**config.mk**
```make
export PLATFORM = sky130hd
export DESIGN_NAME = dac_write_arbiter
export DESIGN_NICKNAME = d
export VERILOG_FILES = /design/src/rtl/dac_write_arbiter.sv
export SDC_FILE = /design/constraint.sdc
export NUM_CORES = 1
export LEC_CHECK = 0
export BUFFER_PORTS_ARGS = -buffer_cell sky130_fd_sc_hd__buf_4
export CAP_MARGIN = 20
export CORE_ASPECT_RATIO = 1.4
export CORE_UTILIZATION = 26
export CTS_CLUSTER_SIZE = 25
export DETAILED_ROUTE_END_ITERATION = 7
export SETUP_SLACK_MARGIN = 0.5
export SLEW_MARGIN = 30
export SYNTH_ARGS = -nofsm -noshare
export SYNTH_HDL_FRONTEND = slang
export SYNTH_SLANG_ARGS = --single-unit
```
**constraint.sdc**
```tcl
create_clock -name clk_in -period 1.7 [get_ports clk_in]
set_input_delay 0.085 -clock clk_in [delete_from_list [all_inputs] [get_ports clk_in]]
set_output_delay 0.085 -clock clk_in [all_outputs]
set_load 0.02 [all_outputs]
```
**src/rtl/dac_write_arbiter.sv**
```systemverilog
// Purpose: round-robin arbiter sharing one AD5791 DAC channel between four requesters (servo, sweep, PC, cal).
// Latency: 1 cycle from request to DAC_out/update_out in IDLE; ack_out UPDATE_PERIOD cycles after the update.
// Backpressure: requests are levels held until ack_out; at most one grant in flight, others wait in round-robin order.
// Optional feature: define DAC_ARB_CLAMP_EN to saturate latched codes to [CLAMP_MIN, CLAMP_MAX].
module dac_write_arbiter #(
    parameter int                 UPDATE_PERIOD = 128,
    parameter logic signed [19:0] CLAMP_MIN     = -20'sd524288,
    parameter logic signed [19:0] CLAMP_MAX     = 20'sd524287
) (
    input  logic        clk_in,
    input  logic        rst_in,
    input  logic [3:0]  req_in,
    input  logic [79:0] data_in,
    output logic [3:0]  ack_out,
    output logic [1:0]  grant_out,
    output logic        busy_out,
    output logic        update_out,
    output logic [19:0] DAC_out,
    output logic        clamp_flag_out
);

    localparam int           CW   = $clog2(UPDATE_PERIOD);
    localparam logic [CW-1:0] LOAD = CW'(UPDATE_PERIOD - 1);

    // Reject configurations that cannot guarantee a full SPI frame or a valid clamp window.
    generate
        if (UPDATE_PERIOD < 2) begin : g_bad_period
            $error("dac_write_arbiter: UPDATE_PERIOD must be at least 2");
        end
        if (CLAMP_MIN > CLAMP_MAX) begin : g_bad_clamp
            $error("dac_write_arbiter: CLAMP_MIN must not exceed CLAMP_MAX");
        end
    endgenerate

    typedef enum logic {
        ST_IDLE = 1'b0,
        ST_HOLD = 1'b1
    } state_t;

    state_t             r_state;
    logic [CW-1:0]      r_cnt;
    logic [1:0]         r_last;
    logic [1:0]         r_grant;
    logic [3:0]         r_ack;
    logic               r_busy;
    logic               r_upd;
    logic               r_clamp;
    logic [19:0]        r_dac;

    logic [3:0]         w_eff_req;
    logic               w_sel_vld;
    logic [1:0]         w_sel_idx;
    logic signed [19:0] w_sel_code;
    logic signed [19:0] w_code;
    logic               w_clip;

    // First set request bit searching last+1, last+2, ... modulo 4; returns {valid, index}.
    function automatic logic [2:0] rr_pick(input logic [3:0] req, input logic [1:0] last);
        logic       found;
        logic [1:0] idx;
        logic [1:0] pick;
        found = 1'b0;
        pick  = 2'd0;
        for (int i = 1; i <= 4; i++) begin
            idx = last + 2'(i);
            if (!found && req[idx]) begin
                found = 1'b1;
                pick  = idx;
            end
        end
        return {found, pick};
    endfunction

    // Round-robin choice among requesters, ignoring the one being acknowledged this cycle.
    always_comb begin
        w_eff_req              = req_in & ~r_ack;
        {w_sel_vld, w_sel_idx} = rr_pick(w_eff_req, r_last);
        case (w_sel_idx)
            2'd0:    w_sel_code = data_in[19:0];
            2'd1:    w_sel_code = data_in[39:20];
            2'd2:    w_sel_code = data_in[59:40];
            default: w_sel_code = data_in[79:60];
        endcase
    end

`ifdef DAC_ARB_CLAMP_EN
    // Signed saturation of the selected code; w_clip marks that the value was altered.
    always_comb begin
        w_code = w_sel_code;
        w_clip = 1'b0;
        if (w_sel_code > CLAMP_MAX) begin
            w_code = CLAMP_MAX;
            w_clip = 1'b1;
        end else if (w_sel_code < CLAMP_MIN) begin
            w_code = CLAMP_MIN;
            w_clip = 1'b1;
        end
    end
`else
    assign w_code = w_sel_code;
    assign w_clip = 1'b0;
`endif

    // Grant/dwell FSM: latch the code at grant, hold it for UPDATE_PERIOD cycles, then acknowledge.
    always_ff @(posedge clk_in) begin
        if (rst_in) begin
            r_state <= ST_IDLE;
            r_cnt   <= '0;
            r_last  <= 2'd3;
            r_grant <= 2'd0;
            r_ack   <= 4'd0;
            r_busy  <= 1'b0;
            r_upd   <= 1'b0;
            r_clamp <= 1'b0;
            r_dac   <= 20'd0;
        end else begin
            r_upd   <= 1'b0;
            r_ack   <= 4'd0;
            r_clamp <= 1'b0;
            case (r_state)
                ST_IDLE: begin
                    if (w_sel_vld) begin
                        r_dac   <= w_code;
                        r_grant <= w_sel_idx;
                        r_last  <= w_sel_idx;
                        r_upd   <= 1'b1;
                        r_clamp <= w_clip;
                        r_busy  <= 1'b1;
                        r_cnt   <= LOAD;
                        r_state <= ST_HOLD;
                    end
                end
                ST_HOLD: begin
                    if (r_cnt == '0) begin
                        r_ack   <= 4'b0001 << r_grant;
                        r_busy  <= 1'b0;
                        r_state <= ST_IDLE;
                    end else begin
                        r_cnt <= r_cnt - CW'(1);
                    end
                end
                default: r_state <= ST_IDLE;
            endcase
        end
    end

    assign ack_out        = r_ack;
    assign grant_out      = r_grant;
    assign busy_out       = r_busy;
    assign update_out     = r_upd;
    assign DAC_out        = r_dac;
    assign clamp_flag_out = r_clamp;

endmodule

```
==> flow_metrics.tcl, run 1 <==
set metrics [dict create \
    cp_data_arrival_time_ns 2.03 \
    io_pins 115 \
    hold_buffers 0 \
    vias_per_cell 4.68 \
    critPathBufInv 2 \
    swShare_pct 31.4 \
    rr_worst_depth 7 \
    worst_hold_slack_ns 0.0894 \
    cts_tree "yes" \
    min_period_ns 1.87 \
    violations "setup timing" \
    drt_wl_total_um 6140 \
    path_max_fanout 7 \
    hold_path_depth 3 \
    r2r-end "DAC_out[6]$_SDFFE_PP0P_" \
    fin_util_pct 47.2 \
    gp_congestion 0.729 \
    fin_area_um2 3470 \
    timing.rr.start "r_last[1]$_SDFFE_PP1P_" \
    post_dp_cell_area_um2 3040 \
    powerDensity_nw_per_um2 829 \
    cts-root-buf "clkbuf_8" \
    worstSetupPathType "reg -> reg" \
    hp-class "in -> reg" \
    post-route-period-util_pct 110 \
    outcome "finished with violations" \
    synth.top_cell.area_share_pct 38.4 \
    drtAntennaViolNets 0 \
    synth_nets 293 \
    finalHoldViolCount 0 \
    combPwrFrac_pct 40.1 \
    path_clk_slew_ns 0.08 \
    vias 2066 \
    clkPwrFrac_pct 22.3 \
    start_kind "flip-flop" \
    required_ns 1.86 \
    internal_power_uw 1970 \
    dp_hpwl_um 4350 \
    synthToLayoutAreaGrowth_pct 75.0 \
    first_global_vias 2036 \
    seqPwrFrac_pct 37.5 \
    die_w_um 75.8 \
    die_height_um 105 \
    drc_errors 0 \
    fin_ws_ns -0.173 \
    gr-total-overflow 0 \
    io_buffers 113 \
    initial_core_util_pct 26.9 \
    cts_num_sinks 38 \
    crit_chain "or4b_4 > o31ai_2 > a211o_2 > buf_6 > clkbuf_16 > mux2i_1 > o221ai_1" \
    antenna_found_initial 0 \
    diodes 0 \
    dp_slack_ns -0.167 \
    fin_skew_ns 0.00427 \
    crit_path_end_kind "flip-flop" \
    ys.flop_type "dfxtp_1" \
    yosysWarnings 0 \
    critPathTopFamily "simple AND/OR/NAND/NOR gates" \
    ys_seq_area_share_pct 38.4 \
    ys_types 41 \
    yosys.area.top_type "dfxtp_1" \
    worstHoldEndpoint "DAC_out[9]$_SDFFE_PP0P_" \
    clock.fmax_mhz 534 \
    switchingPower_uw 904 \
    fin_nets 430 \
    synth_area_um2 1980 \
    ys_top_cells_by_area "dfxtp_1 38%, mux2i_1 20%, o221ai_1 8.8%" \
    drt_iter0_drc 39 \
    clockBufferDepth 2 \
    synth.most_common_cell "mux2i_1" \
    r2r_slack_ns -0.17 \
    first_pass_iters 4 \
    ctsHtreeMaxLevel 2 \
    peakVddDrop_mv 0.421 \
    slew_viol_final 0 \
    synth-seq-cells 38 \
    synth_edf_count 0 \
    setup-violations-final 31 \
    hold_start "data_in[9]" \
    fp.coreArea_um2 7360 \
    max_cap_violations 0 \
    grt_usage_pct 14.2 \
    synthTopCellsByCount "40 x mux2i_1, 38 x dfxtp_1, 24 x nand2_1" \
    p_leak_uw 0.00159 \
    wl_per_cell_um 13.9 \
    die_area_um2 7990 \
    num_rows 37 \
    cpPeakStageDelay_ns 0.53 \
    avgSynthCellArea_um2 9.63 \
    cts_buffers 5 \
    rsz0062_at_grt "yes" \
    slowest_stage "or4b_4" \
    grt_max_degree 31 \
    clk_latency_ns 0.28 \
    grt_pass1_wl_um 8870 \
    layout-drive-gt1-share_pct 56.1 \
    syn-instance-count 206 \
    synth-async-reset-ratio_pct 0 \
]
per-stage QoR:
stage / power [uW] / cells / TNS [ns]
after global routing: 3030 / 441 / -6.06
after detailed placement: 2040 / 421 / -3.04
after CTS: 2740 / 433 / -3.11
after global placement: 2020 / 421 / -1.67
final: 2880 / 441 / -3.49
after floorplan: 1640 / 206 / -0.142
tightest hold or removal path, stage by stage:
cell,delay (ns)
buf_4,0.09
mux2i_4,0.06
o221ai_2,0.11
how the worst max path moves through the flow:
stage / slack, ns / cells after the start / startpoint / end
after detailed placement: -0.17 / 6 / r_last[1]$_SDFFE_PP1P_ / DAC_out[9]$_SDFFE_PP0P_
after floorplan: -0.03 / 7 / r_cnt[0]$_SDFFE_PP0P_ / ack_out[0]$_SDFF_PP0_
after global routing: -0.25 / 7 / r_cnt[0]$_SDFFE_PP0P_ / r_cnt[4]$_SDFFE_PP0P_
after CTS: -0.17 / 6 / r_last[1]$_SDFFE_PP1P_ / DAC_out[9]$_SDFFE_PP0P_
after global placement: -0.11 / 6 / r_last[1]$_SDFFE_PP1P_ / DAC_out[9]$_SDFFE_PP0P_
final: -0.17 / 7 / r_last[1]$_SDFFE_PP1P_ / DAC_out[6]$_SDFFE_PP0P_
area by class of cell:
| cell class | instances | area, um2 |
|---|---|---|
| clock buffers | 7 | 86.3 |
| clock inverters | 1 | 5.00 |
| multi-input cells | 148 | 1260 |
| inverters | 5 | 21.3 |
| well taps | 97 | 121 |
| fillers | 700 | 3890 |
| flip-flops and latches | 38 | 768 |
| repair buffers | 145 | 1210 |
what timing repair did:
action                                  CTS  global route
setup buffers                             4             4
endpoints found under the setup margin   37            37
resized for setup                        17            29
gates cloned                              0             4
pin swaps                                 5            13
power by group through the flow:
| stage | logic (uW) | clock network, uW | registers [uW] |
|---|---|---|---|
| CTS | 994 | 668 | 1080 |
| detailed placement | 944 | 0 | 1090 |
| floorplan | 450 | 0 | 1190 |
| finish | 1150 | 642 | 1080 |
| global placement | 937 | 0 | 1090 |
| global route | 1240 | 696 | 1090 |
flip-flops by register name (all words and copies together), names as in the netlist:
register    count
ack_out         4
grant_out       2
update_out      1
r_cnt           7
busy_out        1
r_state         1
r_last          2
DAC_out        20
layer usage:
metal  vias to the layer above  global-route usage (%)  share of wire [%]
met4                         0                    4.23               0.93
met1                       964                    14.7                 37
met3                         4                    3.06                5.4
met2                        62                    27.0                 56
met5                         -                       0                  0
li1                       1036                       -                  -
cell usage in the layout, fill, tap and decap left out, types with 2 or more instances in the layout:
cell type	synthesis	layout
dfxtp_2	0	6
mux2i_4	0	2
nand2_1	24	24
mux2i_2	0	6
nor2_1	13	11
a21oi_1	10	9
mux2i_1	40	32
o221ai_1	20	19
buf_4	1	131
clkbuf_16	0	3
buf_12	0	3
dfxtp_1	38	32
inv_1	5	2
xnor2_1	4	3
nor3_1	5	3
clkbuf_8	0	6
nor3_2	0	2
buf_6	1	7
or4b_4	1	2
inv_2	0	2
nand2b_4	0	2
and3_1	2	2
logic make-up (layout without fill, tap and decap cells):
| logic type | after synthesis | in the layout | share of synthesized area (%) |
|---|---|---|---|
| xor+xnor | 5 | 5 | 2.21 |
| simple gates | 58 | 58 | 14.1 |
| mux | 40 | 40 | 20.2 |
| fa+ha+maj | 1 | 1 | 0.631 |
| other cells | 1 | 1 | 0.189 |
| compound gates | 43 | 43 | 17.3 |
| buf+inv | 20 | 158 | 7.00 |
| flops | 38 | 38 | 38.4 |
No activity file was read; power rests on OpenSTA's default activity.
==> inputs of run 2 (changes only) <==
==> constraint.sdc (replaced) <==
create_clock -name clk_in -period 2 [get_ports clk_in]
set_input_delay 0.1 -clock clk_in [delete_from_list [all_inputs] [get_ports clk_in]]
set_output_delay 0.1 -clock clk_in [all_outputs]
set_load 0.02 [all_outputs]
==> run 2 against run 1 <==
Net effect: the run now ends clean; fmax about the same; design area down 2.5%; global-route usage up 1.1 points; critical path depth unchanged; sequential power down 14%; sequential share of layout area up 0.61 points; final cell count down 1.8%; highest routed layer unchanged.
==> flow_metrics.tcl, run 2 (synthesized netlist as in run 1, its figures left out) <==
set metrics [dict create \
    path_max_fanout 7 \
    first_global_vias 2045 \
    start_kind "flip-flop" \
    initial_core_util_pct 26.9 \
    grt_max_degree 21 \
    die_area_um2 7990 \
    clockBufferDepth 2 \
    gr-total-overflow 0 \
    drt_wl_total_um 6130 \
    largest_reg_flops 20 \
    cpPeakStageDelay_ns 0.52 \
    antenna_found_initial 0 \
    min_period_ns 1.87 \
    r2r_slack_ns 0.13 \
    finalHoldViolCount 0 \
    required_ns 2.16 \
    io_pins 115 \
    drtAntennaViolNets 0 \
    critical_path.most_common_cell "buf_12" \
    outcome "complete, no violations" \
    grt_pass1_wl_um 9110 \
    io_buffers 113 \
    grt_usage_pct 15.2 \
    timing.rr.start "r_last[0]$_SDFFE_PP1P_" \
    clock.fmax_mhz 534 \
    ff_latch_area_um2 769 \
    crit_path_end_kind "flip-flop" \
    nFillCells 686 \
    crit_chain "or4b_4 > o31ai_2 > a211o_2 > buf_12 > buf_12 > mux2i_1 > o221ai_1" \
    cts_tree "yes" \
    critPathTopFamily "simple AND/OR/NAND/NOR gates" \
    multi_input_area_um2 1210 \
    post-route-period-util_pct 93.7 \
    num_rows 37 \
    post_dp_cell_area_um2 2950 \
    wl_per_cell_um 14.2 \
    dp_hpwl_um 4170 \
    fp.coreArea_um2 7360 \
    die_height_um 105 \
    cts_buffers 5 \
    drt_iter0_drc 36 \
    cts_num_sinks 38 \
    worstSetupPathType "reg -> reg" \
    critical_path.startpoint "r_last[0]$_SDFFE_PP1P_" \
    p_leak_uw 0.00156 \
    final_cell_mix "127 x buf_4, 38 x mux2i_1, 31 x dfxtp_1, 23 x nand2_1, 20 x o221ai_1" \
    vias 2050 \
    fin_tns_setup_ns 0 \
    setup-violations-final 0 \
    rsz0062_at_grt "yes" \
    critPathBufInv 2 \
    fin_skew_ns 0.00757 \
    gp_congestion 0.746 \
    first_pass_iters 4 \
    ctsHtreeMaxLevel 2 \
    powerDensity_nw_per_um2 707 \
    fin_area_um2 3380 \
    vias_per_cell 4.73 \
    slowest_stage "or4b_4" \
    diodes 0 \
    slew_viol_final 0 \
    mostFrequentLayoutCell "buf_4" \
    fin_nets 424 \
    peakVddDrop_mv 0.305 \
    die_w_um 75.8 \
    max_cap_violations 0 \
    hp-class "in -> reg" \
    layout-drive-gt1-share_pct 53.6 \
    path_clk_slew_ns 0.07 \
    synthToLayoutAreaGrowth_pct 70.6 \
    drc_errors 0 \
    clk_latency_ns 0.29 \
    hold_start "data_in[16]" \
    cts-root-buf "clkbuf_8" \
    cp_data_arrival_time_ns 2.04 \
]
-- run 2: cell count changes in the layout (fill, tap and decap cells not counted), moves of 2 or more --
cell and change:
nor3_2 -2, buf_4 -4, nor2_1 -3, clkbuf_16 -3, mux2i_1 +6, mux2i_2 -4
buf_6 -2, buf_16 +4, mux2i_4 -2, nor2_2 +2
-- run 2: area by class of cell --
type / count / area share (%)
timing repair buffer: 139 / 34.9
sequential: 38 / 22.7
multi-input combinational: 148 / 35.8
inverter: 5 / 0.555
clock buffer: 6 / 2.44
tap: 97 / 3.59
-- run 2: tightest hold or removal path, cell delays in order --
cell	delay, ns
buf_4	0.08
mux2i_1	0.05
o221ai_1	0.13
-- run 2: repair_timing --
action	CTS	global route
hold buffers	0	0
pin swaps	8	10
cloned	4	0
endpoints found under the setup margin	35	35
gates resized for setup	18	18
setup buffers	8	5
-- run 2: layer usage --
| metal | vias up | global-route usage (%) | part of all wire [%] |
|---|---|---|---|
| li1 | 1019 | - | - |
| met1 | 952 | 15.6 | 36 |
| met2 | 68 | 28.6 | 57 |
| met3 | 11 | 3.06 | 5.1 |
| met4 | 0 | 5.95 | 2.0 |
| met5 | - | 0 | 0 |
-- run 2: through the flow --
stage               utilization, %  power (uW)  instances  hold WS, ns  worst slack, ns
floorplan                        -        1390        206        0.300            0.269
global placement              40.1        1690        410        0.393            0.169
detailed placement            40.1        1700        410        0.401            0.125
CTS                           44.5        2390        428       0.0889            0.168
global route                  46.0        2530        433       0.0999           0.0449
finish                        46.0        2390        433        0.103            0.126
-- run 2: report_power, final --
part | internal, uW | switching [uW] | total, uW
sequential | 853 | 71.6 | 924
clock | 266 | 251 | 517
combinational | 531 | 420 | 951
total | 1650 | 743 | 2390
-- run 2: final timing paths --
kind	depth (start not counted)	endpoint
min reg2reg	2	DAC_out[1]$_SDFFE_PP0P_
min	3	DAC_out[16]$_SDFFE_PP0P_
max reg2reg	7	DAC_out[9]$_SDFFE_PP0P_
max	7	DAC_out[9]$_SDFFE_PP0P_
